--- config.mk ---
export PLATFORM = sky130hd
export DESIGN_NAME = hack_cpu_mc
export DESIGN_NICKNAME = d
export VERILOG_FILES = /design/src/rtl/hack_cpu_mc.sv
export SDC_FILE = /design/constraint.sdc
export NUM_CORES = 1
export LEC_CHECK = 0
export BUFFER_PORTS_ARGS = -buffer_cell sky130_fd_sc_hd__buf_2
export CAP_MARGIN = 20
export CELL_PAD_IN_SITES_DETAIL_PLACEMENT = 0
export CELL_PAD_IN_SITES_GLOBAL_PLACEMENT = 1
export CORE_UTILIZATION = 25
export CTS_CLUSTER_SIZE = 8
export DETAILED_ROUTE_END_ITERATION = 10
export HOLD_SLACK_MARGIN = 0.15
export PLACE_DENSITY_LB_ADDON = 0.05
export SLEW_MARGIN = 20
export SYNTH_ARGS = -nofsm -noshare
export SYNTH_HDL_FRONTEND = slang
export SYNTH_SLANG_ARGS = --single-unit
--- constraint.sdc ---
create_clock -name clk -period 7.4 [get_ports clk]
set_input_delay 0.74 -clock clk [delete_from_list [all_inputs] [get_ports clk]]
set_output_delay 0.74 -clock clk [all_outputs]
set_load 0.02 [all_outputs]
--- src/rtl/hack_cpu_mc.sv ---
// Multi-cycle parametrised Hack CPU with handshaked instruction and data memory ports.
// Runs FETCH -> DECODE -> [MEM_RD] -> EXEC -> [MEM_WR], with a one-cycle retire pulse per instruction.
module hack_cpu_mc #(
    parameter int unsigned WIDTH    = 16,
    parameter int unsigned PC_WIDTH = 15
) (
    input  logic                clk,
    input  logic                reset_n,
    output logic [PC_WIDTH-1:0] imem_addr,
    input  logic [WIDTH-1:0]    instruction,
    input  logic                instr_valid,
    output logic                dmem_req,
    output logic                dmem_we,
    output logic [WIDTH-1:0]    dmem_addr,
    output logic [WIDTH-1:0]    dmem_wdata,
    input  logic [WIDTH-1:0]    dmem_rdata,
    input  logic                dmem_ack,
    output logic [PC_WIDTH-1:0] prog_counter,
    output logic [WIDTH-1:0]    a_reg,
    output logic [WIDTH-1:0]    d_reg,
    output logic                instr_retired
);

    typedef enum logic [2:0] {
        FETCH,
        DECODE,
        MEM_RD,
        EXEC,
        MEM_WR
    } state_t;

    state_t              state;
    logic [WIDTH-1:0]    ir;
    logic [WIDTH-1:0]    m_val;
    logic [WIDTH-1:0]    alu_x;
    logic [WIDTH-1:0]    alu_y;
    logic [WIDTH-1:0]    alu_out;
    logic                zr;
    logic                ng;
    logic                ps;
    logic                jump;
    logic [PC_WIDTH-1:0] pc_inc;

    assign imem_addr = prog_counter;
    assign pc_inc    = prog_counter + PC_WIDTH'(1);

    always_comb begin
        alu_x = d_reg;
        alu_y = ir[12] ? m_val : a_reg;
        if (ir[11]) alu_x = '0;
        if (ir[10]) alu_x = ~alu_x;
        if (ir[9])  alu_y = '0;
        if (ir[8])  alu_y = ~alu_y;
        alu_out = ir[7] ? (alu_x + alu_y) : (alu_x & alu_y);
        if (ir[6])  alu_out = ~alu_out;
        zr   = (alu_out == '0);
        ng   = alu_out[WIDTH-1];
        ps   = !zr && !ng;
        jump = (ir[2] && ng) || (ir[1] && zr) || (ir[0] && ps);
    end

    always_ff @(posedge clk) begin
        if (!reset_n) begin
            state         <= FETCH;
            ir            <= '0;
            m_val         <= '0;
            prog_counter  <= '0;
            a_reg         <= '0;
            d_reg         <= '0;
            dmem_req      <= 1'b0;
            dmem_we       <= 1'b0;
            dmem_addr     <= '0;
            dmem_wdata    <= '0;
            instr_retired <= 1'b0;
        end else begin
            instr_retired <= 1'b0;
            case (state)
                FETCH: begin
                    if (instr_valid) begin
                        ir    <= instruction;
                        state <= DECODE;
                    end
                end
                DECODE: begin
                    if (!ir[WIDTH-1]) begin
                        a_reg         <= {1'b0, ir[WIDTH-2:0]};
                        prog_counter  <= pc_inc;
                        instr_retired <= 1'b1;
                        state         <= FETCH;
                    end else if (ir[12]) begin
                        dmem_addr <= a_reg;
                        dmem_we   <= 1'b0;
                        dmem_req  <= 1'b1;
                        state     <= MEM_RD;
                    end else begin
                        state <= EXEC;
                    end
                end
                MEM_RD: begin
                    if (dmem_ack) begin
                        m_val    <= dmem_rdata;
                        dmem_req <= 1'b0;
                        state    <= EXEC;
                    end
                end
                EXEC: begin
                    // Nonblocking reads of a_reg give the pre-instruction A for jump and M address, even when d1 is set.
                    if (ir[5]) a_reg <= alu_out;
                    if (ir[4]) d_reg <= alu_out;
                    prog_counter <= jump ? a_reg[PC_WIDTH-1:0] : pc_inc;
                    if (ir[3]) begin
                        dmem_addr  <= a_reg;
                        dmem_wdata <= alu_out;
                        dmem_we    <= 1'b1;
                        dmem_req   <= 1'b1;
                        state      <= MEM_WR;
                    end else begin
                        instr_retired <= 1'b1;
                        state         <= FETCH;
                    end
                end
                MEM_WR: begin
                    if (dmem_ack) begin
                        dmem_req      <= 1'b0;
                        dmem_we       <= 1'b0;
                        instr_retired <= 1'b1;
                        state         <= FETCH;
                    end
                end
                default: state <= FETCH;
            endcase
        end
    end

endmodule

# == Word-level counts from Yosys, hierarchy flattened ==
# Index checks and enable logic that the tools add are counted.
# word_totals
elab_cells,90
inputBits,36
output_inout_bits,97
reg_bits,117
# classes
eq_ne,13
reduce_logical,24
bitwise_logic,4
mux,36
add_sub_neg,2
# op_table
cell,n
two-way mux 16 bit,12
case mux 16 bit (2 select lines),2
NOT 16 bit,3
two-way mux 15 bit,2
case mux 15 bit (2 select lines),1
adder 16 bit,1
AND 16 bit,1
logical NOT 16 bit,1
"inequality test 2 bit, second input constant",8
"adder 15 x 1 -> 15 bit, second input constant",1
case mux 3 bit (5 select lines),1
two-way mux 3 bit,4
two-way mux 1 bit,10
AND reduction 2 bit,5
AND reduction 5 bit,2
case mux 1 bit (3 select lines),3
"equality test 3 x 2 -> 1 bit, second input constant",2
AND reduction 3 bit,2
nonzero test 3 bit,2
logical AND 1 bit,4
AND reduction 4 bit,1
"equality test 3 x 1 -> 1 bit, second input constant",1
"equality test 3 bit, second input constant",1
logical NOT 3 bit,1
6 further kinds,8

# == Longest topological paths before layout ==
# Gate-level depths: netlist of the first run.
# depth
ltp_word,15
ltp_mapped,19
mapped_depth_nobuf,15

# == Worst setup path after synthesis of the first run ==
# OpenSTA, ideal clock, no wires.
# synth_path
path_kind,flip-flop to flip-flop
from,register ir[12]
to,register prog_counter[4] (netlist: imem_addr[4])
period_less_slack_ps,5128
t_arrival_ps,5054
n_path_buf,4
path_slack_ps,2272
path_stages_with_launch,19
setup_time_ps,74
cell_sequence,dfxtp_1 > clkbuf_1 > buf_1 > mux2i_1 > nor2_1 > xor2_1 > ha_1 > and3_1 > a22o_1 > o22ai_1 > o2111ai_1 > or4_1 > or4_4 > or4b_4 > a31oi_4 > buf_6 > buf_6 > a22oi_1 > a31oi_1
# synth_via
elab_chain_len,15
elab_cells_between_ends,20
cone_classes,add/sub: 1; mux: 7; bitwise: 3; reduce/logical: 9
# synth_rtl
item,line,text
from (decl),33,logic [WIDTH-1:0] ir;
from (signal assigned),80,ir <= instruction;
two-way mux 16 bit *,49,alu_y = ir[12] ? m_val : a_reg;
two-way mux 16 bit *,52,if (ir[9]) alu_y = '0;
NOT 16 bit,53,if (ir[8]) alu_y = ~alu_y;
two-way mux 16 bit *,53,
adder 16 bit / AND 16 bit (equally long branches),54,alu_out = ir[7] ? (alu_x + alu_y) : (alu_x & alu_y);
two-way mux 16 bit *,54,
NOT 16 bit,55,if (ir[6]) alu_out = ~alu_out;
two-way mux 16 bit *,55,
logical NOT 16 bit,56,zr = (alu_out == '0);
logical NOT 1 bit,58,ps = !zr && !ng;
logical AND 1 bit,58,
logical AND 1 bit,59,jump = (ir[2] && ng) || (ir[1] && zr) || (ir[0] && ps);
logical OR 1 bit *,59,
two-way mux 15 bit *,110,prog_counter <= jump ? a_reg[PC_WIDTH-1:0] : pc_inc;
case mux 15 bit (2 select lines) *,77,case (state)
to (signal assigned),87,prog_counter <= pc_inc;
to (signal assigned),110,
to (decl),18,"output logic [PC_WIDTH-1:0] prog_counter,"
# Mark *: on every way between the ends. The rest lies on a longest branch, timed or not.
# A chain may end at the register's enable or synchronous reset.

# == Worst setup path after layout of the first run ==
# layout_path
from,register ir[12]
to,register prog_counter[7] (netlist: imem_addr[7])
# The elaborated chain is that of the path after synthesis.

==> impl_metrics.yaml, run 1 <==
clock_tree:
  cts_buffer_depth: 2
  cts_resized: 0
  cts_tree: "yes"
  cts_setup_buffers: 0
  cts.sinks: 117
  clk_latency_ns: 0.42
  cts_made_buffers: 17
  cts_max_level: 4
  holdBufCountCts: 0
  clockRootBuffer: "clkbuf_16"
  clk_pin_slew_ns: 0.06
synth:
  synth_most_common_cell: "nand2_1"
  synth_flop_cell: "dfxtp_1"
  synth_area_leader_cell: "dfxtp_1"
  syn_area_per_cell_um2: 7.892
  ys_warn_count: 0
  synth_edf_count: 0
  yosysSeqAreaShare: 0.3342
  yosysUniqueCellTypes: 70
  ys_ff_latch: 117
  yosys-top-cells-area: "dfxtp_1 33%, nand2_1 9.1%, mux2i_1 5.4%"
  synth_commonest_cells: "170 x nand2_1, 117 x dfxtp_1, 68 x a21oi_1"
  async_flop_share: 0
  synthesis.area_um2: 7008
  yosys.area.top_type_share: 0.3342
  syn_nets: 942
  syn_inst: 888
placed_design:
  io_buffers: 132
  place_congestion: 0.7906
  postPlaceCellArea_um2: 7888
  place_hpwl_um: 18920
sta:
  relSlewSlack: 0.3601
  fin_crit_ns: 5.744
  fin_crit_sh: 0.7763
  fin_tns_setup_ns: 0
  setup_viol: 0
  fmax_ghz: 0.1741
  worstMarginPinSlew_ns: 0.9599
  fin_skew_ns: 0.01360
  holdWs_ns: 0.4555
  hold_viol_final: 0
  rsz0062_at_grt: "no"
  report.final.slew_viol_count: 0
min_path:
  min_path_cells: 2
  min_path_type: "flip-flop to flip-flop"
setup_path:
  endpoint_kind: "flip-flop"
  worstSetupPathDepth: 17
  cp_data_required_time_ns: 7.73
  reg2reg_depth: 17
  worstSetupStartpointType: "flip-flop"
  cp.arrival_ns: 6.08
  crit_family: "simple AND/OR/NAND/NOR gates"
  cpMostUsedCell: "buf_4"
  path_max_fanout: 43
  path_cells: "buf_4 -> mux2i_1 -> nor2_1 -> xor2_1 -> ha_1 -> fa_1 -> a21o_1 -> a22o_1 -> o22ai_1 -> o2111ai_1 -> or4_1 -> or4_4 -> or4b_4 -> a31oi_4 -> buf_4 -> a22oi_1 -> a31oi_1"
  cp_slowest_stage_delay_ns: 0.65
  critPathKind: "flip-flop to flip-flop"
  crit_buf_inv: 2
  critPathSlowestCell: "or4_1"
detailed_routing:
  drt_iter0_markers: 328
  viasPerCell: 4.770
  drtPass1Iterations: 4
  ant_nets: 0
  drc: 0
  num_vias: 6502
  wire_per_inst_um: 19.11
  routed_wl_um: 26050
grt:
  grt_pass1_wl_um: 39850
  track_usage: 0.1846
  grt_pass1_vias: 6377
  grt-ovfl-total: 0
  antenna_found_initial: 0
  grt_max_degree: 83
floorplan:
  die_w_um: 169.4
  dieArea_um2: 28700
  core-area_um2: 27250
  row_count: 60
  die_y_um: 169.4
  ios: 133
  initial_core_util: 0.2572
finish:
  fin_area_um2: 8506
  area_growth_pct: 21.37
  fin_nets: 1032
  antenna-diode-count: 0
  drive_gt1_frac: 0.2018
power:
  power_leakage_nw: 3.477
  powerDensity_nw_per_um2: 215.8
  power_w: 0.001835
  ir_drop_mv: 0.1009
flow_run:
  cap_viol_max_count: 0
run_status:
  outcome: "finished, final reports clean"
==> where the power goes <==
part | total (W) | internal, W | switching [W]
sequential | 0.000673 | 0.000645 | 0.0000288
clock | 0.000890 | 0.000540 | 0.000350
combinational | 0.000272 | 0.0000957 | 0.000176
total | 0.00184 | 0.00128 | 0.000555
==> path summary, 6_finish.rpt <==
| kind | from | to | slack, ns |
|---|---|---|---|
| worst max-delay path | ir[12]$_SDFFE_PN0P_ | imem_addr[7]$_SDFFE_PN0P_ | 1.66 |
| worst min register to register | m_val[2]$_SDFFE_PN0P_ | m_val[2]$_SDFFE_PN0P_ | 0.46 |
| worst max register to register | ir[12]$_SDFFE_PN0P_ | imem_addr[7]$_SDFFE_PN0P_ | 1.66 |
| worst min-delay path | m_val[2]$_SDFFE_PN0P_ | m_val[2]$_SDFFE_PN0P_ | 0.46 |
==> tightest hold or removal path, stage by stage (launching register included) <==
cell     delay (ns)
dfxtp_1        0.31
nand2_1        0.05
a21oi_1        0.05
==> cell type report <==
| type | count | area (um2) |
|---|---|---|
| inverter | 13 | 48.80 |
| tap | 372 | 465.4 |
| multi-input combinational | 684 | 4275 |
| sequential | 117 | 2342 |
| timing repair buffer | 145 | 758.2 |
| fill | 3014 | 18750 |
| clock buffer | 17 | 425.4 |
| clock inverter | 15 | 190.2 |
==> cell usage in the layout (no fill, tap or decap), drive strengths merged, types with 14 or more instances in the layout <==
master	count
a22oi	14
ha	17
dfxtp	117
xnor2	25
nand2	170
nor2b	14
buf	145
inv	21
nor2	66
a21oi	68
nand3	14
mux2i	38
clkbuf	17
o21ai	18
a31oi	19
nand2b	29
xor2	16
==> per-layer routing <==
| layer | track usage | wire length [um] | up-vias |
|---|---|---|---|
| met5 | 0 | 0 | - |
| met4 | 0.03760 | 249 | 0 |
| met3 | 0.02775 | 690 | 12 |
| met2 | 0.2959 | 11920 | 100 |
| met1 | 0.2607 | 13190 | 3092 |
| li1 | - | - | 3298 |
==> logic make-up (layout without fill, tap and decap cells) <==
kind of cell | Yosys count | after routing | share of synthesized area
flops | 117 | 117 | 0.3342
mux | 38 | 38 | 0.05428
compound gates | 210 | 210 | 0.2062
simple gates | 377 | 377 | 0.2625
buf+inv | 87 | 190 | 0.05838
fa+ha+maj | 18 | 18 | 0.03321
xor+xnor | 41 | 41 | 0.05124
==> metrics by stage <==
step | std cells | worst slack [ns] | util
final | 1363 | 1.656 | 0.3121
after global routing | 1363 | 1.297 | 0.3121
after CTS | 1363 | 1.577 | 0.3120
after detailed placement | 1331 | 1.612 | 0.2894
after global placement | 1331 | 1.720 | 0.2894
after floorplan | 888 | 2.272 | -
(Power assumes the default switching activity.)
==> run 2: changes to the inputs <==
Settings changed: ABC_AREA from default to 1.
Clock period 7.4 ns to 5.5 ns, I/O delays scaled along.
==> run 2 against run 1 <==
  * Non-clock buffer count rose by 3
  * Worst setup slack got worse by 0.60 ns
  * Synthesized cell count rose by 20%
  * First-iteration DRC count rose by 9.8%
  * Cell area rose by 0.24%
  * Flip-flop and latch count did not move
  * Clock skew rose by 0.0059 ns
  * Clock power rose by 25%
  * Critical endpoint is now imem_addr[6]$_SDFFE_PN0P_
==> impl_metrics.yaml, run 2 <==
run_status:
  outcome: "finished, final reports clean"
clock_tree:
  cts_made_buffers: 17
  cts_max_level: 4
  cts_tree: "yes"
  clk_pin_slew_ns: 0.06
  holdBufCountCts: 0
  clockRootBuffer: "clkbuf_16"
  cts_setup_buffers: 0
  clk_latency_ns: 0.43
  cts_buffer_depth: 2
  cts_resized: 0
  cts.sinks: 117
setup_path:
  cp_data_required_time_ns: 5.76
  critPathSlowestCell: "dfxtp_1"
  crit_buf_inv: 0
  path_cells: "a21oi_1 -> o21ai_0 -> xor2_1 -> ha_1 -> fa_1 -> nand2_1 -> nand2_1 -> xor2_1 -> nand2_1 -> nor2_1 -> nand3_1 -> nor2_1 -> and2_0 -> nand3_1 -> nand2_1 -> nand3_2 -> nand2_2 -> nand2_1 -> nand3_1 -> a21oi_1"
  worstSetupStartpointType: "flip-flop"
  endpoint_kind: "flip-flop"
  cp.arrival_ns: 4.70
  crit_family: "simple AND/OR/NAND/NOR gates"
  cpMostUsedCell: "nand2_1"
  cp_slowest_stage_delay_ns: 0.77
  critPathKind: "flip-flop to flip-flop"
  path_max_fanout: 25
grt:
  grt_pass1_vias: 6615
  grt_max_degree: 65
  track_usage: 0.1936
  grt_pass1_wl_um: 41260
  grt-ovfl-total: 0
  antenna_found_initial: 0
synth:
  yosysSeqAreaShare: 0.3324
  ys_ff_latch: 117
  synth_edf_count: 0
  synth_most_common_cell: "nand2_1"
  syn_inst: 1067
  synth_area_leader_cell: "dfxtp_1"
  synth_flop_cell: "dfxtp_1"
  yosys.area.top_type_share: 0.3324
  syn_nets: 1121
  ys_warn_count: 0
  synthesis.area_um2: 7046
  async_flop_share: 0
  syn_area_per_cell_um2: 6.603
  yosys-top-cells-area: "dfxtp_1 33%, nand2_1 13%, inv_1 8.0%"
  synth_commonest_cells: "239 x nand2_1, 150 x inv_1, 117 x dfxtp_1"
  yosysUniqueCellTypes: 36
power:
  powerDensity_nw_per_um2: 320.1
  power_leakage_nw: 4.209
  ir_drop_mv: 0.1627
finish:
  fill_cells: 3196
  fin_nets: 1217
  fin_area_um2: 8526
  area_growth_pct: 21.01
  drive_gt1_frac: 0.1786
  antenna-diode-count: 0
  layout_commonest_cell: "nand2_1"
  final_cell_mix: "238 x nand2_1, 150 x inv_1, 132 x buf_2"
sta:
  rsz0062_at_grt: "no"
  setup_viol: 0
  report.final.slew_viol_count: 0
  relSlewSlack: 0.3041
  fin_skew_ns: 0.01949
  fin_crit_sh: 0.8078
  fin_crit_ns: 4.443
  hold_viol_final: 0
  worstMarginPinSlew_ns: 1.043
  fmax_ghz: 0.2251
  holdWs_ns: 0.4047
  fin_tns_setup_ns: 0
floorplan:
  ios: 133
  die_y_um: 169.9
  initial_core_util: 0.2536
  core-area_um2: 27780
  row_count: 61
  dieArea_um2: 28860
  die_w_um: 169.9
placed_design:
  place_congestion: 0.7913
  io_buffers: 132
  place_hpwl_um: 20360
  postPlaceCellArea_um2: 7951
detailed_routing:
  viasPerCell: 4.475
  drc: 0
  drt_iter0_markers: 360
  drtPass1Iterations: 5
  ant_nets: 0
  routed_wl_um: 27070
  num_vias: 6954
  wire_per_inst_um: 17.42
flow_run:
  cap_viol_max_count: 0
min_path:
  min_path_type: "primary input to flip-flop"
==> run 2: final timing paths <==
| check | cells after the start | end | slack [ns] | startpoint |
|---|---|---|---|---|
| max | 20 | imem_addr[6]$_SDFFE_PN0P_ | 1.06 | ir[12]$_SDFFE_PN0P_ |
| min reg2reg | 2 | ir[14]$_SDFFE_PN0P_ | 0.45 | ir[14]$_SDFFE_PN0P_ |
| max reg2reg | 20 | imem_addr[6]$_SDFFE_PN0P_ | 1.06 | ir[12]$_SDFFE_PN0P_ |
| min | 3 | m_val[0]$_SDFFE_PN0P_ | 0.40 | dmem_rdata[0] |
==> run 2: stage by stage <==
stage               instances  utilization  power, W  setup WS, ns
floorplan                1067            -  0.001417         2.137
global placement         1522       0.2862  0.001649         1.110
detailed placement       1522       0.2862  0.001643         1.129
CTS                      1554       0.3068  0.002779         1.093
global route             1554       0.3069  0.002898        0.5302
finish                   1554       0.3069  0.002729         1.057
==> run 2: cell families after synthesis <==
| family | share of synthesized area |
|---|---|
| xor gates and xnor gates | 0.05843 |
| adders and majority gates | 0.03303 |
| buffers and inverters | 0.1323 |
| DFF | 0.3324 |
| and+or+nand+nor | 0.2559 |
| AOI/OAI and AO/OA | 0.1879 |
==> run 2: final cells by class <==
type,instances,area (um2),area share
Multi-Input combinational cell,724,3776,0.4429
Sequential cell,117,2342,0.2747
Timing Repair Buffer,148,780.7,0.09158
Inverter,155,581.8,0.06824
Tap cell,378,473.0,0.05547
Clock buffer,17,425.4,0.04990
Clock inverter,15,146.4,0.01717
==> run 2: where the power goes <==
part / switching (W) / internal, W
Clock: 0.000476 / 0.000634
Sequential: 0.0000413 / 0.000887
Combinational: 0.000477 / 0.000213
==> run 2: worst reg2reg max path, delay by kind of cell, from the launching register on <==
kind	cells	cell delay, ns
fa+ha+maj	2	0.79
compound gates	3	0.36
xor+xnor	2	0.72
simple gates	13	1.63
flops	1	0.77
==> run 2: routing by layer <==
metal  part of all wire  track usage
met1               0.55       0.2931
met2               0.42       0.2833
met3              0.024      0.02721
met4             0.0085      0.04779
met5                  0            0
==> run 3: changes to the inputs <==
Clock period 5.5 ns to 3.9 ns, I/O delays scaled along.
==> run 3 against run 2 <==
  * Non-clock buffer count increased by 44
  * Flip-flop and latch count unchanged
  * Register-to-register slack got worse by 0.72 ns
  * First-iteration DRC count increased by 13%
  * Worst setup slack got worse by 0.72 ns
  * Cell area increased by 4.9%
  * Routed wire length decreased by 0.16%
  * Clock power increased by 44%
  * Global-route usage decreased by 0.23 points
==> impl_metrics.yaml, run 3 (synthesis results as in run 2) <==
floorplan:
  die_y_um: 169.9
  initial_core_util: 0.2536
  dieArea_um2: 28860
  core-area_um2: 27780
  ios: 133
  row_count: 61
  die_w_um: 169.9
power:
  powerDensity_nw_per_um2: 448.9
  ir_drop_mv: 0.2274
  power_leakage_nw: 4.439
  power_w: 0.004014
finish:
  final_cell_mix: "239 x nand2_1, 150 x inv_1, 132 x buf_2"
  multi_input_area_um2: 3825
  fill_cells: 3143
  area_growth_pct: 26.90
  layout_commonest_cell: "nand2_1"
  antenna-diode-count: 0
  fin_nets: 1261
  seqCellArea_um2: 2344
  drive_gt1_frac: 0.2156
clock_tree:
  cts_buffer_depth: 2
  clk_pin_slew_ns: 0.08
  cts_made_buffers: 17
  clk_latency_ns: 0.43
  clockRootBuffer: "clkbuf_16"
  cts.sinks: 117
  cts_max_level: 4
  cts_tree: "yes"
sta:
  fin_skew_ns: 0.02163
  rsz0062_at_grt: "no"
  fin_crit_ns: 3.563
  hold_viol_final: 0
  worstMarginPinSlew_ns: 0.8503
  report.final.slew_viol_count: 0
  fin_crit_sh: 0.9137
  fin_tns_setup_ns: 0
  fmax_ghz: 0.2806
  setup_viol: 0
  relSlewSlack: 0.4310
detailed_routing:
  drtPass1Iterations: 5
  ant_nets: 0
  drt_iter0_markers: 405
  routed_wl_um: 27030
  viasPerCell: 4.425
  drc: 0
  wire_per_inst_um: 16.91
  num_vias: 7071
setup_path:
  cp_data_required_time_ns: 4.22
  critPathKind: "flip-flop to flip-flop"
  reg2reg_depth: 25
  cp.arrival_ns: 3.88
  r2r_start: "ir[12]$_SDFFE_PN0P_"
  path_max_fanout: 10
  endpoint_kind: "flip-flop"
  worstSetupStartpointType: "flip-flop"
  critPathLaunch: "ir[12]$_SDFFE_PN0P_"
placed_design:
  place_hpwl_um: 20750
  place_congestion: 0.8413
  io_buffers: 132
grt:
  use_met3: 0.02884
  grt_util_met2: 0.2785
  grt_max_degree: 52
  grtUsageMet1: 0.2890
  top_usage_layer: "met1"
  track_usage: 0.1913
  grt_pass1_vias: 6769
  antenna_found_initial: 0
  grt_pass1_wl_um: 40840
  grt-ovfl-total: 0
flow_run:
  cap_viol_max_count: 0
min_path:
  hold_path_startpoint: "instruction[6]"
  min_path_type: "primary input to flip-flop"
  min_path_cells: 3
run_status:
  outcome: "finished, final reports clean"
## run 3: cell count changes in the layout (fill, tap and decap cells not counted), sizes merged
cell	delta
clkinv	-2
buf	+44
clkinvlp	-1
inv	+3
## run 3: path summary, 6_finish.rpt
check	slack, ns	end
worst min register to register	0.45	ir[14]$_SDFFE_PN0P_
worst max-delay path	0.34	imem_addr[10]$_SDFFE_PN0P_
worst min-delay path	0.24	ir[6]$_SDFFE_PN0P_
worst max register to register	0.34	imem_addr[10]$_SDFFE_PN0P_
## run 3: area by class of cell
type / count / area share
Clock buffer: 17 / 0.04758
Clock inverter: 15 / 0.01805
Inverter: 155 / 0.06507
Multi-Input combinational cell: 724 / 0.4278
Sequential cell: 117 / 0.2621
Tap cell: 378 / 0.05290
Timing Repair Buffer: 192 / 0.1265
## run 3: worst max-delay path, cell delays in order, from the launching register on
cell     delay (ns)
dfxtp_2        0.36
buf_4          0.17
a21oi_1        0.16
o21ai_0        0.14
xor2_1         0.16
buf_4          0.16
ha_2           0.39
nand2_1        0.10
nor2_2         0.13
and2_1         0.17
nand2_2        0.08
nand2_1        0.08
nand2_1        0.05
nand3_1        0.06
nand3_1        0.08
nand2_2        0.15
nand2_1        0.08
nor2_2         0.13
nand3_1        0.08
nand2_1        0.07
nand3_2        0.11
buf_4          0.21
nand3_1        0.07
nand2_1        0.08
a21oi_2        0.13
nor2_1         0.05
## run 3: repair_timing
item	in CTS	in global routing
resized for setup	0	12
hold buffers	0	0
buffers inserted	0	6
endpoints found under the setup margin	0	15
## run 3: through the flow
step | cell area, um2 | setup slack [ns] | std cells | hold WS, ns | util
3_5_place_dp | 8242 | 0.1514 | 1559 | 0.4412 | 0.2967
3_3_place_gp | 8242 | 0.1122 | 1559 | 0.4392 | 0.2967
2_1_floorplan | 7046 | 0.5366 | 1067 | 0.4238 | -
6_report | 8941 | 0.3366 | 1598 | 0.2409 | 0.3218
4_1_cts | 8828 | 0.1370 | 1591 | 0.2261 | 0.3178
5_1_grt | 8941 | 0.01765 | 1598 | 0.2625 | 0.3218
## run 3: power breakdown
| group | total, W | internal (W) | switching, W |
|---|---|---|---|
| Clock | 0.00160 | 0.000908 | 0.000689 |
| Sequential | 0.00130 | 0.00125 | 0.0000475 |
| Combinational | 0.00112 | 0.000395 | 0.000723 |
| Total | 0.00401 | 0.00255 | 0.00146 |
## run 3: metal layers
layer	vias to the layer above	share of wire
met3	19	0.030
li1	3710	-
met4	0	0.014
met2	133	0.41
met5	-	0
met1	3209	0.54
